===== config.mk =====
export PLATFORM = sky130hd
export DESIGN_NAME = hazard_ctrl_flat
export DESIGN_NICKNAME = d
export VERILOG_FILES = /design/src/rtl/hazard_ctrl_pkg.sv /design/src/rtl/hazard_ctrl_if.sv /design/src/rtl/hazard_ctrl_md_sequencer.sv /design/src/rtl/hazard_ctrl.sv /design/src/flat_wrapper.sv
export SDC_FILE = /design/constraint.sdc
export NUM_CORES = 1
export LEC_CHECK = 0
export ABC_AREA = 0
export ABC_CLOCK_PERIOD_IN_PS = 2200
export CORE_ASPECT_RATIO = 1.2
export CORE_MARGIN = 8
export CORE_UTILIZATION = 25
export CTS_CLUSTER_DIAMETER = 80
export DETAILED_ROUTE_END_ITERATION = 12
export SYNTH_ARGS = -nofsm -noshare
export SYNTH_HDL_FRONTEND = slang
export SYNTH_SLANG_ARGS = --single-unit

===== constraint.sdc =====
create_clock -name clk -period 2.2 [get_ports clk]
set_clock_uncertainty 0.15 [all_clocks]
set_input_delay 0.55 -clock clk [delete_from_list [all_inputs] [get_ports clk]]
set_output_delay 0.55 -clock clk [all_outputs]
set_load 0.005 [all_outputs]

===== src/rtl/hazard_ctrl_pkg.sv =====
// Shared types for the pipeline hazard controller: register address width,
// forwarding-select encodings, muldiv sequencer states and the forwarding rule.
package hazard_ctrl_pkg;

    localparam int REG_ADDR_W = 5;

    typedef logic [REG_ADDR_W-1:0] reg_addr_t;

    typedef enum logic [1:0] {
        FWD_REGFILE = 2'b00,
        FWD_WB      = 2'b01,
        FWD_MEM     = 2'b10
    } fwd_sel_t;

    typedef enum logic {
        MD_IDLE = 1'b0,
        MD_BUSY = 1'b1
    } md_state_t;

    // The younger producer (MEM) wins over WB; $0 is hardwired and never forwarded.
    function automatic fwd_sel_t fwd_select(
        input reg_addr_t src,
        input reg_addr_t mem_rd,
        input logic      mem_we,
        input reg_addr_t wb_rd,
        input logic      wb_we
    );
        fwd_sel_t sel;
        sel = FWD_REGFILE;
        if (mem_we && (mem_rd != '0) && (mem_rd == src)) begin
            sel = FWD_MEM;
        end else if (wb_we && (wb_rd != '0) && (wb_rd == src)) begin
            sel = FWD_WB;
        end
        return sel;
    endfunction

endpackage


===== src/rtl/hazard_ctrl_if.sv =====
// Bundle between the pipeline datapath (master) and the hazard controller (slave):
// decoded ID fields, EX/MEM/WB destinations in, stall/flush/forward/muldiv controls out.
interface hazard_ctrl_if;
    import hazard_ctrl_pkg::*;

    reg_addr_t   id_rs;
    reg_addr_t   id_rt;
    logic        id_uses_rs;
    logic        id_uses_rt;
    logic        id_is_mul;
    logic        id_is_div;
    logic        id_reads_hilo;
    reg_addr_t   ex_rs;
    reg_addr_t   ex_rt;
    reg_addr_t   ex_rd;
    logic        ex_reg_write;
    logic        ex_mem_read;
    logic        ex_branch_taken;
    reg_addr_t   mem_rd;
    logic        mem_reg_write;
    reg_addr_t   wb_rd;
    logic        wb_reg_write;

    logic        pc_stall;
    logic        if_id_stall;
    logic        id_ex_bubble;
    logic        if_id_flush;
    logic [1:0]  fwd_a;
    logic [1:0]  fwd_b;
    logic        md_start;
    logic        md_is_div;
    logic        md_busy;
    logic        md_done;

    modport master (
        output id_rs, id_rt, id_uses_rs, id_uses_rt, id_is_mul, id_is_div, id_reads_hilo,
        output ex_rs, ex_rt, ex_rd, ex_reg_write, ex_mem_read, ex_branch_taken,
        output mem_rd, mem_reg_write, wb_rd, wb_reg_write,
        input  pc_stall, if_id_stall, id_ex_bubble, if_id_flush, fwd_a, fwd_b,
        input  md_start, md_is_div, md_busy, md_done
    );

    modport slave (
        input  id_rs, id_rt, id_uses_rs, id_uses_rt, id_is_mul, id_is_div, id_reads_hilo,
        input  ex_rs, ex_rt, ex_rd, ex_reg_write, ex_mem_read, ex_branch_taken,
        input  mem_rd, mem_reg_write, wb_rd, wb_reg_write,
        output pc_stall, if_id_stall, id_ex_bubble, if_id_flush, fwd_a, fwd_b,
        output md_start, md_is_div, md_busy, md_done
    );

endinterface


===== src/rtl/hazard_ctrl_md_sequencer.sv =====
// Multi-cycle MULT/DIV occupancy tracker: an op started at cycle N reports
// md_done at cycle N+L-1 and holds md_busy for the cycles in between.
module hazard_ctrl_md_sequencer
    import hazard_ctrl_pkg::*;
#(
    parameter int MUL_CYCLES = 4,
    parameter int DIV_CYCLES = 32,
    parameter int CNT_W      = 6
) (
    input  logic clk,
    input  logic rst,
    input  logic issue,
    input  logic is_div,
    output logic busy,
    output logic done
);

    localparam logic [CNT_W-1:0] MUL_LOAD = CNT_W'(MUL_CYCLES - 1);
    localparam logic [CNT_W-1:0] DIV_LOAD = CNT_W'(DIV_CYCLES - 1);

    md_state_t        state_reg;
    logic [CNT_W-1:0] cnt_reg;
    logic             done_reg;
    logic [CNT_W-1:0] load_next;

    assign load_next = is_div ? DIV_LOAD : MUL_LOAD;

    // The counter holds L-1 in the first busy cycle; done is registered at the
    // edge leaving the cycle where it reads 2, so it lands exactly at N+L-1.
    // A 2-cycle op never enters BUSY: done follows the issue edge directly.
    always_ff @(posedge clk) begin
        if (rst) begin
            state_reg <= MD_IDLE;
            cnt_reg   <= '0;
            done_reg  <= 1'b0;
        end else begin
            done_reg <= 1'b0;
            case (state_reg)
                MD_IDLE: begin
                    if (issue) begin
                        cnt_reg <= load_next;
                        if (load_next == CNT_W'(1)) begin
                            done_reg <= 1'b1;
                        end else begin
                            state_reg <= MD_BUSY;
                        end
                    end
                end
                MD_BUSY: begin
                    cnt_reg <= cnt_reg - CNT_W'(1);
                    if (cnt_reg == CNT_W'(2)) begin
                        done_reg  <= 1'b1;
                        state_reg <= MD_IDLE;
                    end
                end
                default: state_reg <= MD_IDLE;
            endcase
        end
    end

    assign busy = (state_reg == MD_BUSY);
    assign done = done_reg;

endmodule


===== src/rtl/hazard_ctrl.sv =====
// 5-stage MIPS sequencing control: load-use and muldiv stalls, branch flush,
// EX operand forwarding, and issue control of the multi-cycle MULT/DIV unit.
module hazard_ctrl
    import hazard_ctrl_pkg::*;
#(
    parameter int MUL_CYCLES = 4,
    parameter int DIV_CYCLES = 32,
    parameter int CNT_W      = 6
) (
    input  logic          clk,
    input  logic          rst,
    hazard_ctrl_if.slave  hz
);

    logic      lu;
    logic      mdh;
    logic      stall;
    logic      md_issue;
    logic      md_busy;
    logic      md_done;
    reg_addr_t ex_src [2];
    fwd_sel_t  fwd    [2];

    assign lu = hz.ex_mem_read && (hz.ex_rd != '0) &&
                ((hz.id_uses_rs && (hz.id_rs == hz.ex_rd)) ||
                 (hz.id_uses_rt && (hz.id_rt == hz.ex_rd)));

    // md_busy is already low in the md_done cycle, so an MFHI/MFLO or a
    // back-to-back mul/div proceeds there without a special case.
    assign mdh   = md_busy && (hz.id_is_mul || hz.id_is_div || hz.id_reads_hilo);
    assign stall = lu || mdh;

    assign hz.pc_stall     = stall && !hz.ex_branch_taken;
    assign hz.if_id_stall  = stall && !hz.ex_branch_taken;
    assign hz.id_ex_bubble = stall || hz.ex_branch_taken;
    assign hz.if_id_flush  = hz.ex_branch_taken;

    assign ex_src[0] = hz.ex_rs;
    assign ex_src[1] = hz.ex_rt;

    genvar gi;
    generate
        for (gi = 0; gi < 2; gi++) begin : g_fwd
            assign fwd[gi] = fwd_select(ex_src[gi], hz.mem_rd, hz.mem_reg_write,
                                        hz.wb_rd, hz.wb_reg_write);
        end
    endgenerate

    assign hz.fwd_a = fwd[0];
    assign hz.fwd_b = fwd[1];

    assign md_issue     = (hz.id_is_mul || hz.id_is_div) && !stall && !hz.ex_branch_taken;
    assign hz.md_start  = md_issue;
    assign hz.md_is_div = hz.id_is_div;

    hazard_ctrl_md_sequencer #(
        .MUL_CYCLES (MUL_CYCLES),
        .DIV_CYCLES (DIV_CYCLES),
        .CNT_W      (CNT_W)
    ) u_md_sequencer (
        .clk    (clk),
        .rst    (rst),
        .issue  (md_issue),
        .is_div (hz.id_is_div),
        .busy   (md_busy),
        .done   (md_done)
    );

    assign hz.md_busy = md_busy;
    assign hz.md_done = md_done;

endmodule


===== src/flat_wrapper.sv =====
// flat-port wrapper written by rule: the top's interface ports become plain ports
module hazard_ctrl_flat import hazard_ctrl_pkg::*;
#(
    parameter int MUL_CYCLES = 4,
    parameter int DIV_CYCLES = 32,
    parameter int CNT_W      = 6
)
  (clk, rst, hz_id_rs, hz_id_rt, hz_id_uses_rs, hz_id_uses_rt, hz_id_is_mul, hz_id_is_div, hz_id_reads_hilo, hz_ex_rs, hz_ex_rt, hz_ex_rd, hz_ex_reg_write, hz_ex_mem_read, hz_ex_branch_taken, hz_mem_rd, hz_mem_reg_write, hz_wb_rd, hz_wb_reg_write, hz_pc_stall, hz_if_id_stall, hz_id_ex_bubble, hz_if_id_flush, hz_fwd_a, hz_fwd_b, hz_md_start, hz_md_is_div, hz_md_busy, hz_md_done);
  hazard_ctrl_if hz_i ();
  input  logic clk;
  input  logic rst;
  input wire logic [$bits(hz_i.id_rs)-1:0] hz_id_rs;
  input wire logic [$bits(hz_i.id_rt)-1:0] hz_id_rt;
  input wire logic [$bits(hz_i.id_uses_rs)-1:0] hz_id_uses_rs;
  input wire logic [$bits(hz_i.id_uses_rt)-1:0] hz_id_uses_rt;
  input wire logic [$bits(hz_i.id_is_mul)-1:0] hz_id_is_mul;
  input wire logic [$bits(hz_i.id_is_div)-1:0] hz_id_is_div;
  input wire logic [$bits(hz_i.id_reads_hilo)-1:0] hz_id_reads_hilo;
  input wire logic [$bits(hz_i.ex_rs)-1:0] hz_ex_rs;
  input wire logic [$bits(hz_i.ex_rt)-1:0] hz_ex_rt;
  input wire logic [$bits(hz_i.ex_rd)-1:0] hz_ex_rd;
  input wire logic [$bits(hz_i.ex_reg_write)-1:0] hz_ex_reg_write;
  input wire logic [$bits(hz_i.ex_mem_read)-1:0] hz_ex_mem_read;
  input wire logic [$bits(hz_i.ex_branch_taken)-1:0] hz_ex_branch_taken;
  input wire logic [$bits(hz_i.mem_rd)-1:0] hz_mem_rd;
  input wire logic [$bits(hz_i.mem_reg_write)-1:0] hz_mem_reg_write;
  input wire logic [$bits(hz_i.wb_rd)-1:0] hz_wb_rd;
  input wire logic [$bits(hz_i.wb_reg_write)-1:0] hz_wb_reg_write;
  output wire logic [$bits(hz_i.pc_stall)-1:0] hz_pc_stall;
  output wire logic [$bits(hz_i.if_id_stall)-1:0] hz_if_id_stall;
  output wire logic [$bits(hz_i.id_ex_bubble)-1:0] hz_id_ex_bubble;
  output wire logic [$bits(hz_i.if_id_flush)-1:0] hz_if_id_flush;
  output wire logic [$bits(hz_i.fwd_a)-1:0] hz_fwd_a;
  output wire logic [$bits(hz_i.fwd_b)-1:0] hz_fwd_b;
  output wire logic [$bits(hz_i.md_start)-1:0] hz_md_start;
  output wire logic [$bits(hz_i.md_is_div)-1:0] hz_md_is_div;
  output wire logic [$bits(hz_i.md_busy)-1:0] hz_md_busy;
  output wire logic [$bits(hz_i.md_done)-1:0] hz_md_done;
  assign hz_i.id_rs = hz_id_rs;
  assign hz_i.id_rt = hz_id_rt;
  assign hz_i.id_uses_rs = hz_id_uses_rs;
  assign hz_i.id_uses_rt = hz_id_uses_rt;
  assign hz_i.id_is_mul = hz_id_is_mul;
  assign hz_i.id_is_div = hz_id_is_div;
  assign hz_i.id_reads_hilo = hz_id_reads_hilo;
  assign hz_i.ex_rs = hz_ex_rs;
  assign hz_i.ex_rt = hz_ex_rt;
  assign hz_i.ex_rd = hz_ex_rd;
  assign hz_i.ex_reg_write = hz_ex_reg_write;
  assign hz_i.ex_mem_read = hz_ex_mem_read;
  assign hz_i.ex_branch_taken = hz_ex_branch_taken;
  assign hz_i.mem_rd = hz_mem_rd;
  assign hz_i.mem_reg_write = hz_mem_reg_write;
  assign hz_i.wb_rd = hz_wb_rd;
  assign hz_i.wb_reg_write = hz_wb_reg_write;
  assign hz_pc_stall = hz_i.pc_stall;
  assign hz_if_id_stall = hz_i.if_id_stall;
  assign hz_id_ex_bubble = hz_i.id_ex_bubble;
  assign hz_if_id_flush = hz_i.if_id_flush;
  assign hz_fwd_a = hz_i.fwd_a;
  assign hz_fwd_b = hz_i.fwd_b;
  assign hz_md_start = hz_i.md_start;
  assign hz_md_is_div = hz_i.md_is_div;
  assign hz_md_busy = hz_i.md_busy;
  assign hz_md_done = hz_i.md_done;
  hazard_ctrl #(.MUL_CYCLES(MUL_CYCLES), .DIV_CYCLES(DIV_CYCLES), .CNT_W(CNT_W)) u_core (.clk(clk), .rst(rst), .hz(hz_i));
endmodule

Word level (Yosys, flattened, before mapping)
Index checks and enable logic that the tools add are counted.
W data, S select, Z words.
- add/sub/neg operators: 1
- equal/unequal tests: 9
- multiplexer cells: 15
- bitwise logic cells: 1
- reductions and logical operators: 24
- operator list (cell ; count):
    $eq A5 B5 Y1 ; 6
    $reduce_bool A5 Y1 ; 3
    $logic_and A1 B1 Y1 ; 14
    $pmux W6 S2 ; 1
    $mux W1 ; 8
    $eq A6 B1 Y1 const B ; 1
    $eq A6 B2 Y1 const B ; 1
    $mux W6 ; 1
    $sub A6 B1 Y6 const B ; 1
    $logic_or A1 B1 Y1 ; 5
    $mux W5 ; 1
    $mux W2 ; 2
    $pmux W1 S2 ; 2
    $logic_not A1 Y1 ; 2
    $ne A2 B2 Y1 const B ; 1
    $not A1 Y1 ; 1
- register bits after elaboration: 8
- input bits: 47
- output and inout bits: 12
- word-level logic and storage cells: 53

Longest topological paths before layout
Gate-level depths: netlist (run 1).
- depth after elaboration: 10
- gate-level depth with buffers: 6
- gate-level depth less buffers: 6

By module
From an unflattened synthesis (run 1), not the netlist that was laid out.
- cells, all modules: 100
- area, all modules: 865.8 sq um
- modules (own cells, without submodules) (module ; times used ; cells each ; area each (sq um)):
    hazard_ctrl ; 1 ; 58 ; 466.7
    hazard_ctrl_md_sequencer ; 1 ; 42 ; 399.1

Worst setup path after synthesis (run 1)
OpenSTA, ideal clock, no wires.
- kind: input-to-output
- start point: input hz_mem_rd[0]
- end point: output hz_fwd_a[0]
- arrival: 1.677 ns
- required time: 1.500 ns
- setup slack: -0.177 ns
- stages on the path: 4
- buffers on the path: 0
- cells stage by stage: or4_1 -> o21ai_0 -> nor4_1 -> nor4_1
- word-level cells in the longest chain between the ends: 4
- elaborated cells on any way between the ends: 5
- those cells by class: 1 x eq/ne; 1 x mux; 3 x reduce/logical
- RTL lines (item ; line ; source):
    from (decl) ; flat_wrapper.sv:25 ; input wire logic [$bits(hz_i.mem_rd)-1:0] hz_mem_rd;
    $reduce_bool A5 Y1 ; hazard_ctrl_pkg.sv:30 ; if (mem_we && (mem_rd != '0) && (mem_rd == src)) begin
    $logic_and A1 B1 Y1 ; hazard_ctrl_pkg.sv:30 ;
    $logic_and A1 B1 Y1 (*) ; hazard_ctrl_pkg.sv:30 ;
    $mux W2 (*) ; hazard_ctrl_pkg.sv:30 ;
    to (decl) ; flat_wrapper.sv:33 ; output wire logic [$bits(hz_i.fwd_a)-1:0] hz_fwd_a;
Every way passes the cells marked *; elsewhere a longest branch is shown, timed or not.

Worst setup path in the final report (run 1)
- start point: input hz_ex_rs[4]
- end point: output hz_fwd_a[0]
- word-level cells in the longest chain between the ends: 4
- elaborated cells on any way between the ends: 6
- those cells by class: 2 x eq/ne; 2 x mux; 2 x reduce/logical
- RTL lines (item ; line ; source):
    from (decl) ; flat_wrapper.sv:19 ; input wire logic [$bits(hz_i.ex_rs)-1:0] hz_ex_rs;
    $eq A5 B5 Y1 ; hazard_ctrl_pkg.sv:32 ; end else if (wb_we && (wb_rd != '0) && (wb_rd == src)) begin
    $logic_and A1 B1 Y1 ; hazard_ctrl_pkg.sv:32 ;
    $mux W1 ; hazard_ctrl_pkg.sv:32 ;
    $mux W2 (*) ; hazard_ctrl_pkg.sv:30 ;
Marks and branches as above.

==> metrics, run 1 <==
status=complete, but fails checks; failing checks=negative setup slack; Min Hold Slack=0.396 ns; Pre-antenna DRT Iters=4; FP Rows=23; Longest Clk Path Bufs=2; Tmin final=2.62 ns; Critical Path, Cell by Cell=dlygate4sd2_1 > xor2_1 > or4_4 > nor4_4 > buf_2; Finished Cell Area=0.00193 mm2; worst slew pin tran=0.359 ns; setup ws final=-0.421 ns; Skew-Pair Late Insertion Delay=0.22 ns; Peak supply drop=0.296 mV; first-pass GRT wire length=6000 um; worst min path class=flip-flop to flip-flop; Die Ht=79.9 um; DRT antenna net count=0; Slew Viols, Final=0; placed cell area=0.00168 mm2; # DRC=0; CP max-delay cell=or4_4; largest net degree at the start of global routing=10; Routed WL per cell=16.0 um; H-tree levels=1; Starting DRT DRC Count=26; TritonCTS clock tree=yes; register area share after synthesis=18.9%; CTS Sinks=8; total CTS buffers=3; final setup fails=8; CP top delay family=simple AND/OR/NAND/NOR gates; Syn Area/Cell=8.09 um2; core box area=0.00331 mm2; vias=1,161; vias per cell=4.90; GRT overflow=0; fillers=308; crit path kind=input pin to primary output; GRT Util Overall=13.1%; Total Wirelength=3790 um; synthesized net count=154; worst-path maximum fanout=2; initial core utilization=25.7%; max reg flops=6; Post-Synthesis Cells=105; Clock Pin Slew Worst Setup and Hold Paths=0.04 ns; DP Worst Slack=-1.13 ns; Bufs and invs on worst path=2; post-DP HPWL=2840 um; Final Hold Viols=0; unrepaired setup endpoints after global routing=true; Final #Nets=251; Power Density=365 mW/mm2; Slew headroom=75.9%; routability cong.=0.908; CP required=1.50 ns; Die ar.=0.00553 mm2; final period utilization=119%; Synth Cell Area=850 um2; synthesized flop and latch total=8; total power=0.703 mW; CTS Root Cell=clkbuf_8; most common cell after layout, fill and taps aside=buf_4; hold buffer count at CTS=0; Yosys warnings=0; Arr. time, crit path=1.92 ns; area grow syn2layout=127%; commonest cells after routing, fill and taps aside=29 x buf_4, 16 x buf_6, 15 x dlygate4sd2_1; number of global-route vias before repair=1,267; I/O pin cnt=59; # Max-Cap Violations=0; initial antenna violation count=0; Synth cell types=29; antenna diode instance count=0; ratio of cells with drive above 1 in the final layout=50.5%; port bufs=57; Fmax=382 MHz; crit end category=primary output; fin util=58.2%; die width=69.2 um; CP max stage delay=0.54 ns; startpoint types=input pin; P_leak=0.858 nW
[worst min-delay path: cells and delay by family, from the launching register on]
family | cells | cell delay, ns
compound gates | 1 | 0.08
buf+inv | 1 | 0.11
flops | 1 | 0.30
[through the flow]
stage | setup TNS, ns | std cells
global route | -2.85 | 237
floorplan | -0.271 | 105
CTS | -2.70 | 235
detailed placement | -12.01 | 225
finish | -2.49 | 237
global placement | -11.84 | 225
[area by class of cell]
class,instances,area [um2],share of cell area (%)
inverters,3,11.3,0.584
clock buffers,3,41.3,2.14
multi-input cells,89,857,44.5
repair buffers,97,811,42.1
well taps,37,46.3,2.40
flip-flops and latches,8,160,8.31
[final timing paths]
kind | startpoint | endpoint | slack, ns | depth (start not counted)
hold / removal | u_core.u_md_sequencer.cnt_reg[0] | u_core.u_md_sequencer.cnt_reg[0] | 0.40 | 2
setup / recovery | hz_ex_rs[4] | hz_fwd_a[0] | -0.42 | 5
hold reg to reg | u_core.u_md_sequencer.cnt_reg[0] | u_core.u_md_sequencer.cnt_reg[0] | 0.40 | 2
setup reg to reg | u_core.u_md_sequencer.busy | u_core.u_md_sequencer.cnt_reg[4] | 0.59 | 6
[synth_stat cells, drive strengths merged]
cell	number	share of area (%)
nand2	10	4.4
nand4	2	1.5
a2111oi	1	3.2
dfxtp	8	19
o22ai	3	2.9
a22oi	1	0.88
nor2	5	2.2
nand3	4	2.4
o31ai	1	0.88
o21ai	2	1.2
o21a	2	1.9
nor4	4	2.9
or4	5	4.4
a31o	1	1.0
buf	5	3.7
ha	2	2.9
xor2	15	15
xnor2	17	18
inv	3	1.3
nor3	4	2.9
a21oi	7	4.1
nor3b	1	0.88
a211oi	2	2.4
[where the power goes]
part	switching, mW	leakage, nW	internal, mW
Clock	0.0522	0.0216	0.118
Sequential	0.0153	0.0660	0.160
Combinational	0.155	0.770	0.202
[kinds of logic (layout without fill, tap and decap cells)]
logic type,Yosys count,count (layout),share of synthesized area (%)
adders and majority gates,2,2,2.95
xor gates and xnor gates,32,32,33.0
buffers and inverters,8,103,5.01
DFF,8,8,18.9
AOI/OAI and AO/OA,20,20,18.6
and+or+nand+nor,35,35,21.6
[per-layer routing]
metal  share of wire [%]  routed length [um]  global-route usage [%]
met1                  44                1660                    14.9
met2                  46                1760                    22.5
met3                 9.1                 344                    4.85
met4                0.58                  22                    3.70
met5                   0                   0                       0
[timing repair]
item / 4_1_cts / 5_1_grt
setup endpoints to repair: 17 / 12
gates resized for setup: 122 / 44
pin swaps: 28 / 21
buffers inserted: 7 / 3
endpoints found under the hold margin: 0 / 0
No activity file was read; power rests on OpenSTA's default activity.
==> run 2: changes to the inputs <==
Settings changed: CAP_MARGIN set to 20, SKIP_CTS_REPAIR_TIMING set to 1.
==> metrics, run 2 (synthesized netlist as in run 1, its figures left out) <==
status=complete, but fails checks (unchanged); failing checks=negative setup slack (unchanged); worst min path class=flip-flop to flip-flop (unchanged); vias per cell=4.90 (about the same); Critical Path Source=hz_ex_rd[2] (was hz_ex_rs[4]); I/O pin cnt=59 (unchanged); Worst Min Path Start=u_core.u_md_sequencer.cnt_reg[0] (unchanged); area of the multi-input gates=811 um2 (was 857 um2); Slew Viols, Final=0 (unchanged); Peak supply drop=0.301 mV (was 0.296 mV); CP max-delay cell=or4_4 (unchanged); # DRC=0 (unchanged); core box area=0.00331 mm2 (unchanged); H-tree levels=1 (unchanged); first-pass GRT wire length=5460 um (was 6000 um); final setup fails=8 (unchanged); die width=69.2 um (unchanged); Power Density=357 mW/mm2 (was 365 mW/mm2); # Max-Cap Violations=0 (unchanged); GRT Util Overall=11.9% (was 13.1%); fillers=291 (was 308); DP Worst Slack=-1.13 ns (unchanged); initial antenna violation count=0 (unchanged); initial core utilization=25.7% (unchanged); met2 GRT Util=19.2% (was 22.5%); Skew-Pair Late Insertion Delay=0.22 ns (about the same); CP required=1.50 ns (about the same); Slew headroom=75.4% (was 75.9%); max reg flops=6 (unchanged); worst slew pin tran=0.367 ns (was 0.359 ns); port bufs=57 (unchanged); DRT antenna net count=0 (unchanged); area grow syn2layout=128% (was 127%); Min Hold Slack=0.395 ns (was 0.396 ns); Tmin final=2.64 ns (was 2.62 ns); Starting DRT DRC Count=19 (was 26); CTS Sinks=8 (unchanged); TritonCTS clock tree=yes (unchanged); Routed WL per cell=15.9 um (was 16.0 um); ratio of cells with drive above 1 in the final layout=39.5% (was 50.5%); CP max stage delay=0.53 ns (was 0.54 ns); antenna diode instance count=0 (unchanged); Pre-antenna DRT Iters=4 (unchanged); met3 Track Usage GR=3.86% (was 4.85%); total CTS buffers=3 (unchanged); unrepaired setup endpoints after global routing=true (unchanged); Critical Path, Cell by Cell=buf_6 > or4_4 > o21a_4 > a2111oi_4 > buf_2 (was dlygate4sd2_1 > xor2_1 > or4_4 > nor4_4 > buf_2); Arr. time, crit path=1.94 ns (was 1.92 ns); final period utilization=120% (was 119%); origin of the critical flop-to-flop path=u_core.u_md_sequencer.busy (unchanged); GR Layer Usage met1=14.8% (was 14.9%); Longest Clk Path Bufs=2 (unchanged); global route hottest layer=met2 (unchanged); number of global-route vias before repair=1,179 (was 1,267); routability cong.=0.908 (unchanged); Die ar.=0.00553 mm2 (unchanged); post-route insts no fill=232 (was 237); Final #Nets=246 (was 251); setup ws final=-0.440 ns (was -0.421 ns); post-DP HPWL=2840 um (unchanged); crit end category=primary output (unchanged); P_leak=1.05 nW (was 0.858 nW); FP Rows=23 (unchanged); post-route setup TNS=-2.70 ns (was -2.49 ns); Fmax=379 MHz (was 382 MHz); crit path kind=input pin to primary output (unchanged); startpoint types=input pin (unchanged); commonest cells after routing, fill and taps aside=31 x dlymetal6s2s_1, 31 x buf_4, 15 x xor2_1 (was 29 x buf_4, 16 x buf_6, 15 x dlygate4sd2_1); CTS Root Cell=clkbuf_8 (unchanged); GRT overflow=0 (unchanged); Total Wirelength=3690 um (was 3790 um); register area=160 um2 (unchanged); largest net degree at the start of global routing=10 (unchanged); Final Hold Viols=0 (unchanged); Clock Pin Slew Worst Setup and Hold Paths=0.04 ns (about the same); vias=1,136 (was 1,161); Placed Cells=225 (unchanged); worst-path maximum fanout=2 (unchanged); Die Ht=79.9 um (unchanged)
## run 2: path summary, 6_finish.rpt
kind                                                          to  slack (ns)  cells after the start
worst max register to register  u_core.u_md_sequencer.cnt_reg[4]        0.57                      6
worst max-delay path                                 hz_md_start       -0.44                      5
worst min-delay path            u_core.u_md_sequencer.cnt_reg[0]        0.40                      2
worst min register to register  u_core.u_md_sequencer.cnt_reg[0]        0.40                      2
## run 2: layout make-up
cell class / instances / area share (%)
Clock buffer: 3 / 2.13
Tap cell: 37 / 2.39
Multi-Input combinational cell: 89 / 41.8
Sequential cell: 8 / 8.26
Inverter: 3 / 0.581
Timing Repair Buffer: 92 / 44.8
## run 2: routing by layer
layer	vias to the layer above	wire [um]
met2	63	1690
met1	516	1660
met5	-	0
met3	4	310
li1	553	-
met4	0	27
## run 2: worst max-delay path, delay by kind of cell
kind	cells	cell delay, ns
simple gates	1	0.53
buf+inv	2	0.26
compound gates	2	0.59
## run 2: report_power, final
part,leakage (nW),switching [mW],internal (mW),total [mW]
Sequential,0.0660,0.0150,0.160,0.175
Combinational,0.960,0.147,0.199,0.346
Clock,0.0216,0.0518,0.118,0.170
## run 2: metrics by stage
stage	utilization, %	area (um2)	power, mW
6_report	58.6	1940	0.691
5_1_grt	58.6	1940	0.731
4_1_cts	51.9	1720	0.672
3_5_place_dp	50.7	1680	0.493
3_3_place_gp	50.7	1680	0.485
2_1_floorplan	-	860	0.306
==> run 3: changes to the inputs <==
Settings changed: HOLD_SLACK_MARGIN set to 0.1, SETUP_SLACK_MARGIN set to 0.4, SLEW_MARGIN set to 20.
==> metrics, run 3 (synthesized netlist as in run 1, its figures left out) <==
status=complete, but fails checks (unchanged); failing checks=negative setup slack (unchanged); Slew headroom=72.5% (was 75.4%); antenna diode instance count=0 (unchanged); Die Ht=79.9 um (unchanged); final setup fails=8 (unchanged); setup ws final=-0.449 ns (was -0.440 ns); routability cong.=0.892 (was 0.908); largest net degree at the start of global routing=10 (unchanged); initial antenna violation count=0 (unchanged); Net Sw Frac=32.6% (was 30.9%); Placed Cells=222 (was 225); CTS Sinks=8 (unchanged); port bufs=57 (unchanged); worst slew pin tran=0.411 ns (was 0.367 ns); DRT antenna net count=0 (unchanged); Routed WL per cell=16.5 um (was 15.9 um); Flop pwr share=24.8% (was 25.3%); Min Hold Slack=0.430 ns (was 0.395 ns); Tmin final=2.65 ns (was 2.64 ns); I/O pin cnt=59 (unchanged); crit end category=primary output (unchanged); Peak supply drop=0.399 mV (was 0.301 mV); worst-path maximum fanout=2 (unchanged); first-pass GRT wire length=5370 um (was 5460 um); # Max-Cap Violations=0 (unchanged); CP required=1.50 ns (about the same); Combinational Power Share=50.7% (was 50.1%); Arr. time, crit path=1.95 ns (was 1.94 ns); CTS Root Cell=clkbuf_8 (unchanged); vias per cell=4.79 (was 4.90); FP Rows=23 (unchanged); Starting DRT DRC Count=30 (was 19); post-route setup TNS=-2.65 ns (was -2.70 ns); Fmax=377 MHz (was 379 MHz); crit path kind=input pin to primary output (unchanged); Pre-antenna DRT Iters=4 (unchanged); # DRC=0 (unchanged); total power=0.719 mW (was 0.691 mW); worst min path class=flip-flop to flip-flop (unchanged); clock share of power=24.5% (was 24.6%); final period utilization=120% (about the same); fillers=297 (was 291); Int Pwr=0.485 mW (was 0.478 mW); Slew Viols, Final=0 (unchanged); max reg flops=6 (unchanged); ratio of cells with drive above 1 in the final layout=43.2% (was 39.5%); die width=69.2 um (unchanged); total CTS buffers=3 (unchanged); unrepaired setup endpoints after global routing=true (unchanged); Final #Nets=243 (was 246); Power Density=362 mW/mm2 (was 357 mW/mm2); GRT Util Overall=11.7% (was 11.9%); post-DP HPWL=2880 um (was 2840 um); Longest Clk Path Bufs=2 (unchanged); Clock Pin Slew Worst Setup and Hold Paths=0.04 ns (about the same); Final Hold Viols=0 (unchanged); H-tree levels=1 (unchanged); TritonCTS clock tree=yes (unchanged); post-route insts no fill=229 (was 232); startpoint types=input pin (unchanged); most common cell after layout, fill and taps aside=dlymetal6s2s_1; P_leak=1.02 nW (was 1.05 nW); Die ar.=0.00553 mm2 (unchanged); GRT overflow=0 (unchanged); number of global-route vias before repair=1,181 (was 1,179); Skew-Pair Late Insertion Delay=0.23 ns (was 0.22 ns); core box area=0.00331 mm2 (unchanged); initial core utilization=25.7% (unchanged); DP Worst Slack=-1.19 ns (was -1.13 ns); Switching Power=0.234 mW (was 0.214 mW); area grow syn2layout=134% (was 128%); vias=1,098 (was 1,136); commonest cells after routing, fill and taps aside=30 x dlymetal6s2s_1, 24 x buf_4, 15 x xor2_1 (was 31 x dlymetal6s2s_1, 31 x buf_4, 15 x xor2_1); Total Wirelength=3780 um (was 3690 um)
-- run 3: final cells by class --
| type | instances | area, um2 | area share [%] |
|---|---|---|---|
| flip-flops and latches | 8 | 160 | 8.06 |
| multi-input cells | 89 | 873 | 44.0 |
| clock buffers | 3 | 41.3 | 2.08 |
| inverters | 3 | 11.3 | 0.567 |
| well taps | 37 | 46.3 | 2.33 |
| repair buffers | 89 | 855 | 43.0 |
-- run 3: worst paths after layout --
kind         slack [ns]                          endpoint                              from  cells past startpoint
max               -0.45                       hz_md_start                       hz_ex_rd[2]                      5
min                0.43  u_core.u_md_sequencer.cnt_reg[1]  u_core.u_md_sequencer.cnt_reg[1]                      2
max reg2reg        0.55  u_core.u_md_sequencer.cnt_reg[4]        u_core.u_md_sequencer.busy                      6
min reg2reg        0.43  u_core.u_md_sequencer.cnt_reg[1]  u_core.u_md_sequencer.cnt_reg[1]                      2
-- run 3: routing by layer --
layer	up-vias	part of all wire [%]	global-route usage, %
met5	-	0	0
met3	2	6.3	3.11
met1	504	40	12.3
li1	548	-	-
met4	0	0.50	3.08
met2	44	53	22.3
-- run 3: critical path, cell delays in order --
cell       delay (ns)
buf_6            0.09
or4_4            0.52
o21a_4           0.24
a2111oi_4        0.37
buf_2            0.18
-- run 3: through the flow --
step,utilization [%],instance area (um2)
2_1_floorplan,-,890
3_3_place_gp,50.9,1690
3_5_place_dp,50.9,1690
4_1_cts,52.2,1730
5_1_grt,60.0,1990
6_report,60.0,1990
-- run 3: power by group through the flow --
stage	logic (mW)	registers, mW	clock network (mW)
global route	0.392	0.180	0.183
detailed placement	0.317	0.178	0
floorplan	0.138	0.173	0
CTS	0.320	0.175	0.182
global placement	0.311	0.177	0
finish	0.364	0.178	0.176
